===== src/rtl/cpu_cycle_controller.sv =====
// Multi-cycle sequencer: steps each instruction through FETCH/EXEC/MEM/WB and
// issues the registered commit enables for the datapath.
module cpu_cycle_controller #(
    parameter int unsigned MEM_TIMEOUT = 15,
    parameter int unsigned RETIRE_W    = 16
) (
    input  logic                clk,
    input  logic                reset,
    input  logic [2:0]          inst_class,
    input  logic [3:0]          opcode,
    input  logic                s_bit,
    input  logic                link_bit,
    input  logic                cond_pass,
    input  logic                mem_ready,
    input  logic                halt_req,
    output logic [1:0]          phase,
    output logic                inst_we,
    output logic                pc_we,
    output logic                pc_branch,
    output logic                rf_we,
    output logic                flags_we,
    output logic                mem_req,
    output logic                mem_we,
    output logic                mem_err,
    output logic                halted,
    output logic [RETIRE_W-1:0] retired
);

    // Wait counter runs 0 .. MEM_TIMEOUT-1 inside one MEM phase.
    localparam int unsigned WaitW = (MEM_TIMEOUT > 1) ? $clog2(MEM_TIMEOUT) : 1;
    localparam logic [WaitW-1:0] WaitLast = WaitW'(MEM_TIMEOUT - 1);

    typedef enum logic [2:0] {StFetch, StExec, StMem, StWb, StHalt} state_e;

    state_e              state_q, state_d;
    logic [WaitW-1:0]    wait_q, wait_d;
    logic [2:0]          cls_q, cls_d;
    logic [3:0]          opc_q, opc_d;
    logic                s_q, s_d;
    logic                link_q, link_d;
    logic                cond_q, cond_d;
    logic                timeout;
    logic                is_dp, is_ls, is_br, is_test, mem_active;

    logic [1:0]          phase_q, phase_d;
    logic                inst_we_q, pc_we_q, pc_branch_q, rf_we_q, flags_we_q;
    logic                mem_req_q, mem_we_q, mem_err_q, halted_q;
    logic                inst_we_d, pc_we_d, pc_branch_d, rf_we_d, flags_we_d;
    logic                mem_req_d, mem_we_d, mem_err_d, halted_d;
    logic [RETIRE_W-1:0] retired_q, retired_d;

    // Next state, captured fields and next registered outputs.
    always_comb begin
        cls_d  = cls_q;
        opc_d  = opc_q;
        s_d    = s_q;
        link_d = link_q;
        cond_d = cond_q;
        // Fields are taken from the inputs only on the edge that leaves EXEC.
        if (state_q == StExec) begin
            cls_d  = inst_class;
            opc_d  = opcode;
            s_d    = s_bit;
            link_d = link_bit;
            cond_d = cond_pass;
        end

        is_dp      = (cls_d == 3'b000) || (cls_d == 3'b001);
        is_ls      = (cls_d == 3'b010);
        is_br      = (cls_d == 3'b101);
        is_test    = (opc_d >= 4'd8) && (opc_d <= 4'd11);
        mem_active = is_ls && cond_d;

        state_d = state_q;
        wait_d  = wait_q;
        timeout = 1'b0;
        case (state_q)
            // The first FETCH after reset has inst_we low, so it lingers one
            // cycle to actually latch an instruction before moving on.
            StFetch: if (inst_we_q) state_d = StExec;
            StExec: begin
                state_d = StMem;
                wait_d  = '0;
            end
            StMem: begin
                if (!mem_active || mem_ready) begin
                    state_d = StWb;
                end else if (wait_q == WaitLast) begin
                    state_d = StWb;
                    timeout = 1'b1;
                end else begin
                    wait_d = wait_q + 1'b1;
                end
            end
            StWb:    state_d = halt_req ? StHalt : StFetch;
            StHalt:  state_d = StHalt;
            default: state_d = StFetch;
        endcase

        case (state_d)
            StExec:  phase_d = 2'b01;
            StMem:   phase_d = 2'b10;
            StWb:    phase_d = 2'b11;
            default: phase_d = 2'b00;
        endcase

        inst_we_d   = (state_d == StFetch);
        mem_req_d   = (state_d == StMem) && mem_active;
        mem_we_d    = mem_req_d && !s_d;
        pc_we_d     = (state_d == StWb);
        pc_branch_d = pc_we_d && is_br && cond_d;
        rf_we_d     = pc_we_d && cond_d &&
                      ((is_dp && !is_test) || (is_ls && s_d && !timeout) || (is_br && link_d));
        flags_we_d  = pc_we_d && is_dp && s_d && cond_d;
        halted_d    = (state_d == StHalt);
        mem_err_d   = mem_err_q | timeout;
        retired_d   = (state_q == StWb) ? retired_q + RETIRE_W'(1) : retired_q;
    end

    // Single state register for the FSM, captured fields and all outputs.
    always_ff @(posedge clk) begin
        if (reset) begin
            state_q     <= StFetch;
            wait_q      <= '0;
            cls_q       <= '0;
            opc_q       <= '0;
            s_q         <= 1'b0;
            link_q      <= 1'b0;
            cond_q      <= 1'b0;
            phase_q     <= 2'b00;
            inst_we_q   <= 1'b0;
            pc_we_q     <= 1'b0;
            pc_branch_q <= 1'b0;
            rf_we_q     <= 1'b0;
            flags_we_q  <= 1'b0;
            mem_req_q   <= 1'b0;
            mem_we_q    <= 1'b0;
            mem_err_q   <= 1'b0;
            halted_q    <= 1'b0;
            retired_q   <= '0;
        end else begin
            state_q     <= state_d;
            wait_q      <= wait_d;
            cls_q       <= cls_d;
            opc_q       <= opc_d;
            s_q         <= s_d;
            link_q      <= link_d;
            cond_q      <= cond_d;
            phase_q     <= phase_d;
            inst_we_q   <= inst_we_d;
            pc_we_q     <= pc_we_d;
            pc_branch_q <= pc_branch_d;
            rf_we_q     <= rf_we_d;
            flags_we_q  <= flags_we_d;
            mem_req_q   <= mem_req_d;
            mem_we_q    <= mem_we_d;
            mem_err_q   <= mem_err_d;
            halted_q    <= halted_d;
            retired_q   <= retired_d;
        end
    end

    assign phase     = phase_q;
    assign inst_we   = inst_we_q;
    assign pc_we     = pc_we_q;
    assign pc_branch = pc_branch_q;
    assign rf_we     = rf_we_q;
    assign flags_we  = flags_we_q;
    assign mem_req   = mem_req_q;
    assign mem_we    = mem_we_q;
    assign mem_err   = mem_err_q;
    assign halted    = halted_q;
    assign retired   = retired_q;

endmodule


===== config.mk =====
export PLATFORM = sky130hd
export DESIGN_NAME = cpu_cycle_controller
export DESIGN_NICKNAME = d
export VERILOG_FILES = /design/src/rtl/cpu_cycle_controller.sv
export SDC_FILE = /design/constraint.sdc
export NUM_CORES = 1
export LEC_CHECK = 0
export ABC_AREA = 1
export CAP_MARGIN = 10
export CORE_MARGIN = 3
export CORE_UTILIZATION = 45
export CTS_CLUSTER_DIAMETER = 40
export DETAILED_ROUTE_END_ITERATION = 10
export HOLD_SLACK_MARGIN = 0.15
export PLACE_DENSITY = 0.72
export SLEW_MARGIN = 0
export SYNTH_ARGS = -nofsm -noshare
export SYNTH_HDL_FRONTEND = slang
export SYNTH_SLANG_ARGS = --single-unit

===== constraint.sdc =====
create_clock -name clk -period 3 [get_ports clk]
set_clock_uncertainty 0.1 [all_clocks]
set_input_delay 0.3 -clock clk [delete_from_list [all_inputs] [get_ports clk]]
set_output_delay 0.3 -clock clk [all_outputs]
set_load 0.02 [all_outputs]

==> impl_metrics.csv <==
group,metric,value,unit
yosys,synth_seq_cells,42,
global_route,grt_usage,16.7,%
timing,maxSlewViolCount,0,
drt,drc,0,
status,outcome,"finished clean",
power_and_ir_drop,ir_worst_vdd,307,uV
clock_tree,cts_buffer_depth,2,
yosys,avgSynthCellArea,7.68,um^2
drt,drtIter0Drc,88,
critical_path,critPathKind,"flop to flop",
power_and_ir_drop,p_leak,1.03,nW
critical_path,worstPathRequired,3.08,ns
floorplanning,start_util,47.9,%
timing,max_freq,529,MHz
drt,route.vias.total,1696,
job,maxCapViolCount,0,
critical_path,crit_arrival,1.97,ns
finish,fin_nets,314,
drt,ant_nets,0,
critical_path,slowest_stage,"dfxtp_1",
critical_path,crit_chain,"nand3_2, nor2_2, nand2_1, nor2_2, nand3_2, clkinv_1, nand3_1, o21ai_0, a21oi_1",
finish,area_growth,26.5,%
global_route,grt_pass1_wl,6.91,mm
timing,fin_tns_setup,0,ns
critical_path,critPathTopFamily,"simple AND/OR/NAND/NOR gates",
drt,vias_per_cell,4.87,
floorplanning,die_w,72.0,um
timing,slew-limit-headroom,67.9,%
floorplanning,die_y,72.0,um
yosys,synth_warnings,0,
timing,hold_viol,0,
finish,drive_gt1_share,12.1,%
drt,wl_per_cell,11.4,um
global_route,grt_overflow_total,0,
clock_tree,cts_resized,0,
clock_tree,holdBufCountCts,0,
floorplanning,dieArea,5180,um^2
finish,fill_cells,391,
clock_tree,htreeDepth,2,
placed_design,pre_cts_ws,1.11,ns
yosys,synth.net_count,272,
clock_tree,numCtsBuffers,5,
floorplanning,io-pin-count,41,
clock_tree,cts_setup_buffers,0,
clock_tree,cts_tree,"built",
timing,finalSetupViolCount,0,
finish,diodes,0,
yosys,synth_cell_types,35,
power_and_ir_drop,p_per_area,647,nW/um^2
timing,min_period,1.89,ns
global_route,grt_max_degree,16,
placed_design,gp_congestion,0.850,
timing,tightest_slew,0.481,ns
drt,dr.pass1.iters,4,
yosys,syn_inst,255,
drt,wirelength,3.97,mm
floorplanning,rows,23,
timing,whs,0.362,ns
power_and_ir_drop,power,1.60,mW
clock_tree,cts.reportedPaths.clkPinSlew,0.08,ns
yosys,seq_area_frac_synth,42.9,%
timing,setup_slack,1.11,ns
placed_design,dp_hpwl,3.10,mm
clock_tree,root_buffer,"clkbuf_8",
critical_path,end_kind,"flop",
clock_tree,cts_sinks,42,
critical_path,critPathMaxStageDelay,0.55,ns
timing,period_share,63.0,%
critical_path,cp-start-kind,"flop",
floorplanning,core,4090,um^2
placed_design,io_buffers,38,
critical_path,worstPathMaxFanout,7,
clock_tree,clk_latency,0.29,ns
global_route,grt_pass1_vias,1593,
timing,rsz0062_at_grt,"no",
yosys,syn_area,1960,um^2
global_route,antenna_found_initial,0,
critical_path,crit_buf_inv,1,
worst_hold_path,hp-class,"flop to flop",
==> through the flow <==
stage / area (um^2) / utilization (%) / cells
after floorplan: 1960 / - / 255
after global placement: 2390 / 58.4 / 340
final: 2480 / 60.7 / 348
after global routing: 2480 / 60.7 / 348
after detailed placement: 2390 / 58.4 / 340
after CTS: 2480 / 60.7 / 348
==> worst paths after layout <==
path                                             from                        to  slack [ns]  depth (start not counted)
worst min register to register     mem_err$_SDFF_PP0_        mem_err$_SDFF_PP0_        0.36                          2
worst max-delay path            state_q[0]$_SDFF_PP0_  retired[15]$_SDFFE_PP0N_        1.11                          9
worst min-delay path               mem_err$_SDFF_PP0_        mem_err$_SDFF_PP0_        0.36                          2
worst max register to register  state_q[0]$_SDFF_PP0_  retired[15]$_SDFFE_PP0N_        1.11                          9
==> worst register-to-register path, stage by stage, from the launching register on <==
cell      delay, ns
dfxtp_1        0.55
nand3_2        0.20
nor2_2         0.16
nand2_1        0.11
nor2_2         0.16
nand3_2        0.10
clkinv_1       0.09
nand3_1        0.10
o21ai_0        0.16
a21oi_1        0.05
==> registers in the layout, indices dropped and copies added (netlist names), 2 cells and up <==
name and flops:
wait_q 4, opc_q 2, state_q 3, retired 16, phase 2, cls_q 3
==> cell families after synthesis <==
group                      Yosys count  synth area share [%]
AOI/OAI and AO/OA                   27                  7.60
adders and majority gates            3                  1.92
xor gates and xnor gates             5                  2.23
DFF                                 42                  42.9
buffers and inverters               50                  9.96
and+or+nand+nor                    126                  34.4
muxes                                2                  1.02
==> cell type report <==
cell class	count	area (um^2)	share of cell area, %
flip-flops and latches	42	841	33.9
multi-input cells	163	923	37.3
clock buffers	7	86.3	3.48
repair buffers	39	388	15.6
clock inverters	1	5.00	0.202
inverters	46	173	6.97
well taps	50	62.6	2.52
==> placed cells by master (no fill, tap or decap), drive strengths merged <==
master and count:
a21oi 13, o21ai 13, nand4 6, or2 3, mux2i 2, inv 45, clkbuf 7, clkdlybuf4s50 38
nor4 2, o21bai 1, ha 3, nand3 17, xnor2 1, dfxtp 42, xor2 4, nor2 46
clkinv 2, buf 1, nand2 44, nor3 8
==> cells in the mapped netlist, drive strengths merged <==
master,n,area share (%)
a21oi,13,3.5
buf,2,0.77
clkbuf,2,0.38
clkinv,1,0.19
dfxtp,42,43
ha,3,1.9
inv,45,8.6
mux2i,2,1.0
nand2,44,9.6
nand3,17,5.7
nand4,6,3.8
nor2,46,10
nor3,8,3.1
nor4,2,0.96
o21ai,13,3.7
o21bai,1,0.38
or2,3,0.96
xnor2,1,0.45
xor2,4,1.8
==> where the power goes <==
group	internal [mW]	leakage, nW	switching (mW)
logic	0.201	0.642	0.350
clock network	0.186	0.0482	0.185
registers	0.630	0.340	0.0501
==> metal layers <==
| layer | vias up | track usage (%) | share of wire (%) | wire, um |
|---|---|---|---|---|
| li1 | 882 | - | - | - |
| met1 | 773 | 22.4 | 51 | 2010 |
| met2 | 36 | 26.4 | 44 | 1730 |
| met3 | 5 | 4.85 | 4.6 | 183 |
| met4 | 0 | 4.18 | 1.0 | 41 |
| met5 | - | 0 | 0 | 0 |
Power figures use the tool's default switching activity.
